--- src/rtl/rr_arb4x8.sv ---
// rr_arb4x8 -- four-requester round-robin arbiter feeding one 8-bit
// registered output slot with valid/ready handshake.
//
// Ports
//   CLK      in   1  clock, rising edge
//   RESET    in   1  asynchronous active-high reset
//   I0..I3   in   8  requester data words
//   V        in   4  per-requester valid (V[k] qualifies Ik)
//   R        out  4  per-requester accept strobe (combinational, one-hot)
//   O        out  8  registered output word
//   O_VALID  out  1  O holds an undelivered word
//   O_READY  in   1  consumer takes O this cycle when O_VALID=1
//   O_SRC    out  2  index of the requester whose word sits in O
//
// Priority: PTR holds the last accepted index; the search starts at PTR+1
// and wraps modulo 4, so a continuously valid requester waits at most three
// other accepts. A word is accepted whenever the slot is free (empty or
// draining this cycle), which gives one transfer per cycle at full rate.
module rr_arb4x8 (
  input  logic       CLK,
  input  logic       RESET,
  input  logic [7:0] I0,
  input  logic [7:0] I1,
  input  logic [7:0] I2,
  input  logic [7:0] I3,
  input  logic [3:0] V,
  output logic [3:0] R,
  output logic [7:0] O,
  output logic       O_VALID,
  input  logic       O_READY,
  output logic [1:0] O_SRC
);

  logic [1:0] ptr;
  logic [1:0] g;
  logic       any;
  logic       free;
  logic       acc;
  logic [7:0] sel;

  // Rotating first-one search starting just after ptr. The i=4 step lands
  // back on ptr itself, so the last accepted requester has lowest priority.
  always_comb begin
    logic [1:0] idx;
    // NOTE: every variable assigned here gets a default first so no path
    // leaves it unassigned -- otherwise synthesis infers a latch.
    idx = '0;
    g   = ptr;
    any = 1'b0;
    for (int i = 1; i <= 4; i++) begin
      idx = ptr + 2'(i);
      if (!any && V[idx]) begin
        g   = idx;
        any = 1'b1;
      end
    end
  end

  assign free = !O_VALID || O_READY;
  // Gating with RESET keeps R silent while reset is held, regardless of V.
  assign acc  = any && free && !RESET;
  assign R    = acc ? (4'b0001 << g) : 4'b0000;

  // The only data path from the requesters to O: a 4:1 mux steered by g.
  always_comb begin
    unique case (g)
      2'd0:    sel = I0;
      2'd1:    sel = I1;
      2'd2:    sel = I2;
      default: sel = I3;
    endcase
  end

  // NOTE: state registers use non-blocking assignments so every flop samples
  // pre-edge values; blocking here would create order-dependent races.
  always_ff @(posedge CLK or posedge RESET) begin
    if (RESET) begin
      O       <= 8'h00;
      O_SRC   <= 2'd0;
      O_VALID <= 1'b0;
      ptr     <= 2'd3;   // first grant after reset goes to requester 0
    end else if (acc) begin
      // Covers both a fill of an empty slot and a same-edge drain+replace.
      O       <= sel;
      O_SRC   <= g;
      O_VALID <= 1'b1;
      ptr     <= g;
    end else if (O_READY) begin
      // Drain with nothing to replace it; data and source hold.
      O_VALID <= 1'b0;
    end
  end

endmodule

--- config.mk ---
export PLATFORM = sky130hd
export DESIGN_NAME = rr_arb4x8
export DESIGN_NICKNAME = d
export VERILOG_FILES = /design/src/rtl/rr_arb4x8.sv
export SDC_FILE = /design/constraint.sdc
export NUM_CORES = 1
export LEC_CHECK = 0
export ABC_AREA = 1
export BUFFER_PORTS_ARGS = -buffer_cell sky130_fd_sc_hd__buf_4
export CAP_MARGIN = 20
export CORE_UTILIZATION = 46
export DETAILED_ROUTE_END_ITERATION = 10
export PLACE_DENSITY_LB_ADDON = 0.12
export SYNTH_ARGS = -nofsm -noshare
export SYNTH_HDL_FRONTEND = slang
export SYNTH_SLANG_ARGS = --single-unit
--- constraint.sdc ---
create_clock -name CLK -period 3.1 [get_ports CLK]
set_clock_uncertainty 0.05 [all_clocks]
set_input_delay 0.93 -clock CLK [delete_from_list [all_inputs] [get_ports CLK]]
set_output_delay 0.93 -clock CLK [all_outputs]
set_load 0.005 [all_outputs]
==> impl_metrics.yaml <==
power_and_ir_drop:
  p_leak_uw: 0.001044
  internal_power_uw: 1327
  power_density_mw_per_mm2: 1384
  power_frac_seq_pct: 12.6
  swShare_pct: 50.21
  peakVddDrop_mv: 1.134
  comb_power_share_pct: 83.3
  switchingPower_uw: 1339
  clkPwrFrac_pct: 4.1
global_routing:
  grtUsageMet1_pct: 30.73
  grt_pass1_vias: 1392
  grt_max_degree: 21
  groute.usage.overall_pct: 27.64
  antenna_found_initial: 0
  grt.overflow.total: 0
  grt_util_met3_pct: 3.478
  met2_usage_pct: 50.85
  grt_first_pass_wirelength_um: 5609
  grt-busiest-layer: "met2"
synth:
  ys_warn_count: 0
  synth_cells: 176
  yosys.area.top_type: "dfrtp_1"
  synth.avg_cell_area_um2: 6.604
  ys.flop_type: "dfrtp_1"
  ys_seq_area_share_pct: 28.20
  synthesis.nets: 215
  synth-seq-cells: 13
  yosys-top-cells-count: "68 x nand2_1, 16 x nand3_1, 12 x inv_1, 11 x dfrtp_1"
  synth_most_common_cell: "nand2_1"
  async_reset_ff_share_pct: 100.0
  synthTopCellsByArea: "dfrtp_1 24%, nand2_1 22%, nand3_1 6.9%, nand3b_1 5.2%, dfstp_2 4.5%"
  synth_top_area_share_pct: 23.68
  synth_edf_count: 0
  syn_area_mm2: 0.001162
  synth_cell_types: 26
placement:
  dp_cells: 269
  port_buffers: 53
  gp_congestion: 0.9331
  place_hpwl_um: 2589
final_layout:
  diodes: 0
  nets: 299
  drive_gt1_share_pct: 51.74
  area_growth_pct: 65.77
  nFillCells: 152
  final_cells: 287
detailed_routing:
  drtPass1Iterations: 4
  vias: 1520
  avgRoutedWirePerCell_um: 13.87
  wl_um: 3981
  drt_iter0_markers: 48
  vias_per_cell: 5.296
  ant_nets: 0
  drcViolationCount: 0
floorplan:
  die-area_mm2: 0.002732
  start_util_pct: 50.60
  fp-row-count: 17
  fp.dieW_um: 52.27
  ios: 54
  core_area_mm2: 0.002297
  die_h_um: 52.27
sta:
  fin_tns_setup_ns: -0.4061
  hold_viol: 0
  slew_violations: 0
  post-route-period-util_pct: 104.0
  whs_ns: 0.4281
  worst_pin_slew_ns: 0.2449
  fmax_mhz: 310.1
  setup_viol: 4
  max_slew_margin_pct: 83.65
  min_period_ns: 3.225
  rsz0062_at_grt: "yes"
  postLayoutSetupSlackWorst_ns: -0.1247
clocking:
  cts-root-buf: "clkbuf_4"
  numCtsBuffers: 3
  htreeDepth: 1
  clk_pin_slew_ns: 0.08
  cts_buffer_depth: 2
  clk_latency_ns: 0.28
  cts_tree: "done"
  cts_num_sinks: 13
worst_setup_path:
  worstPathMaxFanout: 5
  critPathSlowestCell: "or2_4"
  critPathKind: "in -> out"
  cp_data_required_time_ns: 2.12
  worstSetupStartpointType: "primary input"
  cpMostUsedCell: "nand2_2"
  worst-path-buf-inv: 3
  cp_cell_sequence: "buf_4 > nand2_2 > nand2_2 > nand2_2 > nand2_4 > buf_6 > or2_4 > nand3_4 > nand2_4 > nor3_2 > buf_4"
  worst_ep_arrival_time_ns: 2.24
  slowest_delay_ns: 0.23
  crit_family: "simple AND/OR/NAND/NOR gates"
  end_kind: "output pin"
outcome:
  outcome: "complete, but fails checks"
  violations: "setup timing"
worst_hold_path:
  min_path_type: "reg -> reg"
run:
  cap_viol_max_count: 0
==> cell families after synthesis <==
group	after synthesis	share of synthesized area (%)
flops	13	28.20
simple gates	122	51.99
buf+inv	24	10.55
compound gates	17	9.257
==> power by group through the flow <==
stage / Sequential, uW / Combinational, uW / Clock [uW]
floorplan: 315 / 1230 / 0
finish: 336 / 2220 / 108
global route: 341 / 2410 / 119
detailed placement: 335 / 1750 / 0
global placement: 332 / 1700 / 0
CTS: 328 / 1960 / 111
==> layout make-up <==
class | instances | area (um^2) | share of cell area (%)
multi-input combinational | 139 | 800.8 | 41.56
sequential | 13 | 327.8 | 17.01
clock buffer | 4 | 26.28 | 1.364
timing repair buffer | 86 | 668.1 | 34.68
inverter | 17 | 68.82 | 3.571
tap | 28 | 35.03 | 1.818
==> repair_timing <==
item                       4_1_cts  5_1_grt
buffers inserted                 7        7
gates resized for setup         14       21
pin swaps                        9       16
hold buffers                     0        0
setup endpoints to repair        4        4
==> sequential cells by signal, summed over array words and instances, names as in the netlist <==
register  flops
ptr           2
O_SRC         2
O             8
O_VALID       1
==> path summary, 6_finish.rpt <==
check / cells past startpoint / startpoint / end / slack (ns)
max in group asynchronous: 3 / RESET / ptr[0] / 2.12
worst min register to register: 2 / O_SRC[0] / O_SRC[0] / 0.43
worst min-delay path: 2 / O_SRC[0] / O_SRC[0] / 0.43
min in group asynchronous: 3 / RESET / O[3] / 0.64
worst max register to register: 17 / ptr[0] / O[7] / 0.46
worst max-delay path: 11 / V[0] / R[0] / -0.12
==> through the flow <==
| stage | power, uW | worst slack, ns | utilization (%) | instance area [um^2] |
|---|---|---|---|---|
| floorplan | 1544 | 0.09732 | - | 1162 |
| global placement | 2029 | -0.09245 | 73.20 | 1682 |
| detailed placement | 2089 | -0.1359 | 73.20 | 1682 |
| CTS | 2395 | -0.007111 | 78.98 | 1814 |
| global route | 2873 | -0.2021 | 83.88 | 1927 |
| finish | 2666 | -0.1247 | 83.88 | 1927 |
==> cell usage in the layout (no fill, tap or decap) <==
master     n
inv_2      4
nand2_2   16
nor2_4     2
o21bai_2   3
nand2_1   55
o21ai_2    1
buf_6      6
nand3_1   14
nand4_1    8
a21oi_1    3
o21ai_1    6
nor3_1     1
nor2_1     3
nand3b_1   8
nand2_4    6
nand3_2    3
nor3_2     1
a21oi_2    1
buf_4     80
clkinv_1   2
inv_1     10
clkbuf_4   3
nor2_2     2
nand3_4    2
or2_4      1
dfstp_2    2
o21ai_0    3
inv_6      1
clkbuf_1   1
dfrtp_1   11
==> worst register-to-register path, delay by kind of cell (launching register included) <==
family                 cells  cell delay (ns)
flip-flops                 1             0.65
buffers and inverters      5             0.66
AND/OR/NAND/NOR           12             1.23
==> metal layers <==
layer  routed length, um  share of wire [%]  vias up
met2                2004                 50       85
met3                 299                7.5       16
met5                   0                  0        -
met4                 119                3.0        0
met1                1556                 39      686
li1                    -                  -      733
No activity file was read; power rests on OpenSTA's default activity.
